<file path="config.mk">
export PLATFORM = sky130hd
export DESIGN_NAME = rr_arbiter4
export DESIGN_NICKNAME = d
export VERILOG_FILES = /design/src/rtl/rr_arbiter4.sv
export SDC_FILE = /design/constraint.sdc
export NUM_CORES = 1
export LEC_CHECK = 0
export ABC_AREA = 1
export ABC_CLOCK_PERIOD_IN_PS = 2940
export CORE_ASPECT_RATIO = 1.4
export CORE_MARGIN = 1
export CORE_UTILIZATION = 30
export DETAILED_ROUTE_END_ITERATION = 6
export GPL_TIMING_DRIVEN = 0
export SKIP_CTS_REPAIR_TIMING = 1
export SLEW_MARGIN = 20
export SYNTH_ARGS = -nofsm -noshare
export SYNTH_HDL_FRONTEND = slang
export SYNTH_SLANG_ARGS = --single-unit
</file>
<file path="constraint.sdc">
create_clock -name clk -period 2.94 [get_ports clk]
set_clock_uncertainty 0.2 [all_clocks]
set_input_delay 0.294 -clock clk [delete_from_list [all_inputs] [get_ports clk]]
set_output_delay 0.294 -clock clk [all_outputs]
set_load 0.05 [all_outputs]
</file>
<file path="src/rtl/rr_arbiter4.sv">
// rr_arbiter4 -- four-requester round-robin arbiter with registered grant.
//
// Purpose:
//   Shares one downstream resource among req[3:0]. The current owner keeps
//   the grant while its request stays high. Handover to the next requester
//   is back-to-back, with no idle cycle. The search for the next owner starts
//   just after the last granted index.
//
// Optional feature (macro ARB_TIMEOUT_EN):
//   When the macro is defined, an owner that holds the grant for HOLD_MAX
//   consecutive cycles while others are waiting is preempted. When it is
//   undefined, the hold counter is not built and HOLD_MAX has no effect.
//
// Ports:
//   clk        in   1  rising-edge clock
//   rst        in   1  synchronous active-high reset
//   req        in   4  level-sensitive request lines, bit i = requester i
//   gnt        out  4  registered one-hot grant, zero when idle
//   gnt_idx    out  2  binary index of the set gnt bit, zero when idle
//   gnt_valid  out  1  |gnt
module rr_arbiter4 #(
    parameter int unsigned HOLD_MAX = 8   // legal 2..255
) (
    input  logic       clk,
    input  logic       rst,
    input  logic [3:0] req,
    output logic [3:0] gnt,
    output logic [1:0] gnt_idx,
    output logic       gnt_valid
);

    typedef enum logic {IDLE = 1'b0, GRANT = 1'b1} state_e;

    state_e     state_q, state_d;
    logic [1:0] ptr_q, ptr_d;
    logic [3:0] gnt_q, gnt_d;
    logic [1:0] gnt_idx_q, gnt_idx_d;

    logic       preempt;
    logic       others;
    logic       win_found;
    logic [1:0] win_idx;

    // Rotating priority search. Candidates are visited in the order
    // p+1, p+2, p+3, p (mod 4). When skip_p is set, the last candidate is
    // dropped so that a preempted owner cannot win its own slot back.
    function automatic logic [2:0] rr_pick(input logic [3:0] r,
                                           input logic [1:0] p,
                                           input logic       skip_p);
        logic       found;
        logic [1:0] idx;
        logic [1:0] w;
        found = 1'b0;
        w     = 2'd0;
        for (int k = 1; k <= 4; k++) begin
            idx = p + 2'(k);
            if (!found && r[idx] && !(k == 4 && skip_p)) begin
                found = 1'b1;
                w     = idx;
            end
        end
        return {found, w};
    endfunction

`ifdef ARB_TIMEOUT_EN
    localparam logic [7:0] HOLD_LAST = 8'(HOLD_MAX - 1);

    logic [7:0] hold_cnt_q, hold_cnt_d;
`else
    logic unused_hold_max;
    assign unused_hold_max = ^8'(HOLD_MAX);
`endif

    // Some requester other than the current owner is waiting. When idle,
    // gnt_q is zero, so this is simply |req.
    assign others = |(req & ~gnt_q);

    always_comb begin
        preempt = 1'b0;
`ifdef ARB_TIMEOUT_EN
        // If release and timeout coincide, the release branch wins, because
        // req[owner] must still be high here.
        preempt = (state_q == GRANT) && req[gnt_idx_q] &&
                  (hold_cnt_q == HOLD_LAST) && others;
`endif
        {win_found, win_idx} = rr_pick(req, ptr_q, preempt);
    end

    always_comb begin
        state_d   = state_q;
        ptr_d     = ptr_q;
        gnt_d     = gnt_q;
        gnt_idx_d = gnt_idx_q;
`ifdef ARB_TIMEOUT_EN
        hold_cnt_d = hold_cnt_q;
`endif
        if (state_q == IDLE || !req[gnt_idx_q] || preempt) begin
            if (win_found) begin
                state_d   = GRANT;
                ptr_d     = win_idx;
                gnt_d     = 4'b0001 << win_idx;
                gnt_idx_d = win_idx;
`ifdef ARB_TIMEOUT_EN
                hold_cnt_d = 8'd0;
`endif
            end else begin
                // Nothing to hand over to. ptr keeps the last owner.
                state_d   = IDLE;
                gnt_d     = 4'b0000;
                gnt_idx_d = 2'd0;
            end
        end else begin
`ifdef ARB_TIMEOUT_EN
            if (hold_cnt_q != 8'hFF) begin
                hold_cnt_d = hold_cnt_q + 8'd1;
            end
`endif
        end
    end

    always_ff @(posedge clk) begin
        if (rst) begin
            state_q   <= IDLE;
            ptr_q     <= 2'd3;
            gnt_q     <= 4'b0000;
            gnt_idx_q <= 2'd0;
        end else begin
            state_q   <= state_d;
            ptr_q     <= ptr_d;
            gnt_q     <= gnt_d;
            gnt_idx_q <= gnt_idx_d;
        end
    end

`ifdef ARB_TIMEOUT_EN
    always_ff @(posedge clk) begin
        if (rst) begin
            hold_cnt_q <= 8'd0;
        end else begin
            hold_cnt_q <= hold_cnt_d;
        end
    end
`endif

    assign gnt       = gnt_q;
    assign gnt_idx   = gnt_idx_q;
    assign gnt_valid = |gnt_q;

endmodule

</file>
==> out/summary.txt <==
Cell count after synthesis -> 106
Critical Path RT -> 2.45 ns
Mapped Area -> 684.4 sq um
Layout fillers -> 242
Vias -> 723
DP Wirelength -> 1284 um
Diode count -> 0
GR Overflow Total -> 0
Post-DP Area -> 832.0 sq um
Final max-slew violation count -> 0
Max-Slew Margin vs Limit -> 0.6651
Initial Util -> 0.3180
Synthesis-to-finish area growth -> 25.41%
Status -> finished, final reports clean
Netlist cell types -> 19
Worst Path Max Fanout -> 3
Crit path launch type -> flop
Hold Path Class -> flop to flop
Non-Filler Instances -> 144
Register area share after synthesis -> 0.2633
Later-pin clock latency in the skew report -> 0.25 ns
Crit-path cells -> or4_1 > clkdlybuf4s50_1
DRC -> 0
Final non-filler cell area -> 858.3 sq um
Setup TNS -> 0 ns
Worst Hold Slack -> 0.2813 ns
Mean Syn Cell Area -> 6.457 sq um
Crit. End Element -> primary output
Clock sink count -> 9
Initial DRT Pass Iterations -> 4
Crit path DAT -> 1.81 ns
Synth Warn # -> 0
Slew of the pin with the lowest slew margin -> 0.5008 ns
Total power -> 1.164 mW
Routed wire length -> 1596 um
Slowest stage delay, CP -> 0.71 ns
FFs w/ async S/R, synth -> 0
Die Span Y -> 58.52 um
Largest net degree at the start of global routing -> 11
Primary FF master, synth -> dfxtp_1
Share of layout cells above drive strength 1 -> 0.1639
VDD IR max -> 615.3 uV
CTS Buf Count -> 3
Rows -> 20
Post-synthesis sequential element count -> 9
RSZ-0062 raised after global routing -> false
Port bufs -> 12
Core Area -> 2152 sq um
IO Count -> 13
Multi-input logic area -> 444.2 sq um
EDFF count, synth -> 0
Register area -> 180.2 sq um
Initial antenna violation count -> 0
Initial DRC count -> 17
P_leak -> 0.4137 nW
Gr usage total -> 0.1410
Power Dens Cells -> 1357 nW/um^2
Global-route wire length before repair -> 2787 um
H-tree levels -> 1
Fin crit period -> 2.308 ns
Max-cap viol count -> 0
Period utilisation layout -> 0.7849
Clk slew on worst S/H paths -> 0.06 ns
Clock Tree Root -> clkbuf_4
Vias in the first global route -> 702
Slowest-stage cell, CP -> clkdlybuf4s50_1
Max Clk Rate -> 0.4333 GHz
Routed Antenna Nets -> 0
# setup viols final -> 0
Gpl congestion -> 0.8061
Fin nets -> 129
Die Wd -> 42.37 um
Max Buffers Root-to-Sink -> 2
Die area -> 2479 sq um
Drt wl/cell -> 11.08 um
CTS tree -> done
Cell count after placement -> 140
Synthesized Nets -> 112
Final Hold Vio Count -> 0
Vias per cell -> 5.021
Path type of the worst setup path -> flop to primary output
## metrics by stage
step	util	worst slack, ns
after floorplan	-	1.150
after global placement	0.3866	0.8334
after detailed placement	0.3866	0.8204
after CTS	0.3988	0.6116
after global routing	0.3988	0.5956
final	0.3988	0.6323
## synthesized netlist by cell type, types with 2 or more instances
cell / number / share of area
a21oi_1: 7 / 0.051
dfxtp_1: 9 / 0.26
inv_1: 9 / 0.049
inv_2: 2 / 0.011
nand2_1: 38 / 0.21
nand2_2: 6 / 0.055
nand2_4: 3 / 0.049
nand3_1: 11 / 0.080
nand4_1: 3 / 0.027
nor2_1: 5 / 0.027
o211ai_1: 3 / 0.033
o21ai_0: 2 / 0.015
o21ai_2: 2 / 0.026
## cell type report
class / instances / share of cell area
multi-input combinational: 84 / 0.5175
sequential: 9 / 0.2099
timing repair buffer: 12 / 0.1399
inverter: 11 / 0.04810
tap: 22 / 0.03207
clock buffer: 4 / 0.03061
buffer: 2 / 0.02187
## flip-flops by register name, summed over array words and instances (netlist names)
signal   flops
gnt          4
gnt_idx      2
ptr_q        2
state_q      1
## power breakdown
group | leakage, nW | switching, mW | internal (mW)
Sequential | 0.0744 | 0.0422 | 0.170
Combinational | 0.324 | 0.569 | 0.289
Clock | 0.0150 | 0.0418 | 0.0522
Total | 0.414 | 0.653 | 0.511
## placed cells by master, fill, tap and decap left out
| master | synthesis | layout |
|---|---|---|
| a21boi_0 | 1 | 1 |
| nor2_1 | 5 | 5 |
| clkbuf_4 | 0 | 3 |
| nand2_1 | 38 | 38 |
| inv_2 | 2 | 2 |
| o211ai_1 | 3 | 3 |
| inv_1 | 9 | 9 |
| o21ai_0 | 2 | 2 |
| nand3_4 | 1 | 1 |
| or4_1 | 1 | 1 |
| a21oi_1 | 7 | 7 |
| nand2_2 | 6 | 6 |
| buf_4 | 1 | 1 |
| o21ai_2 | 2 | 2 |
| nand2_4 | 3 | 3 |
| clkdlybuf4s50_1 | 0 | 12 |
| nand4_1 | 3 | 3 |
| clkbuf_1 | 0 | 1 |
| nand3_1 | 11 | 11 |
| buf_6 | 1 | 1 |
| dfxtp_1 | 9 | 9 |
| nor2_8 | 1 | 1 |
## layer usage
layer / track usage / part of all wire / vias to the layer above
met5: 0 / 0 / -
met1: 0.1488 / 0.43 / 337
met3: 0.009202 / 0.019 / 0
met4: 0.05357 / 0 / 0
li1: - / - / 378
met2: 0.2835 / 0.56 / 8
## worst paths after layout
check	startpoint	end	slack (ns)	depth (start not counted)
max	gnt[1]$_SDFFE_PP0N_	gnt_valid	0.63	2
min	gnt[0]$_SDFFE_PP0N_	gnt[0]$_SDFFE_PP0N_	0.28	2
max reg2reg	ptr_q[1]$_SDFFE_PP1P_	ptr_q[0]$_SDFFE_PP1P_	1.11	10
min reg2reg	gnt[0]$_SDFFE_PP0N_	gnt[0]$_SDFFE_PP0N_	0.28	2
## cell families after synthesis
family                 after synthesis  synth area share
AND/OR/NAND/NOR                     69            0.5137
AO/OA/AOI/OAI                       15            0.1353
buffers and inverters               13           0.08775
flip-flops                           9            0.2633
## critical path: cells and delay by family (launching register included)
family / cells / cell delay [ns]
flops: 1 / 0.32
buf+inv: 1 / 0.71
simple gates: 1 / 0.52
(Power assumes the default switching activity.)
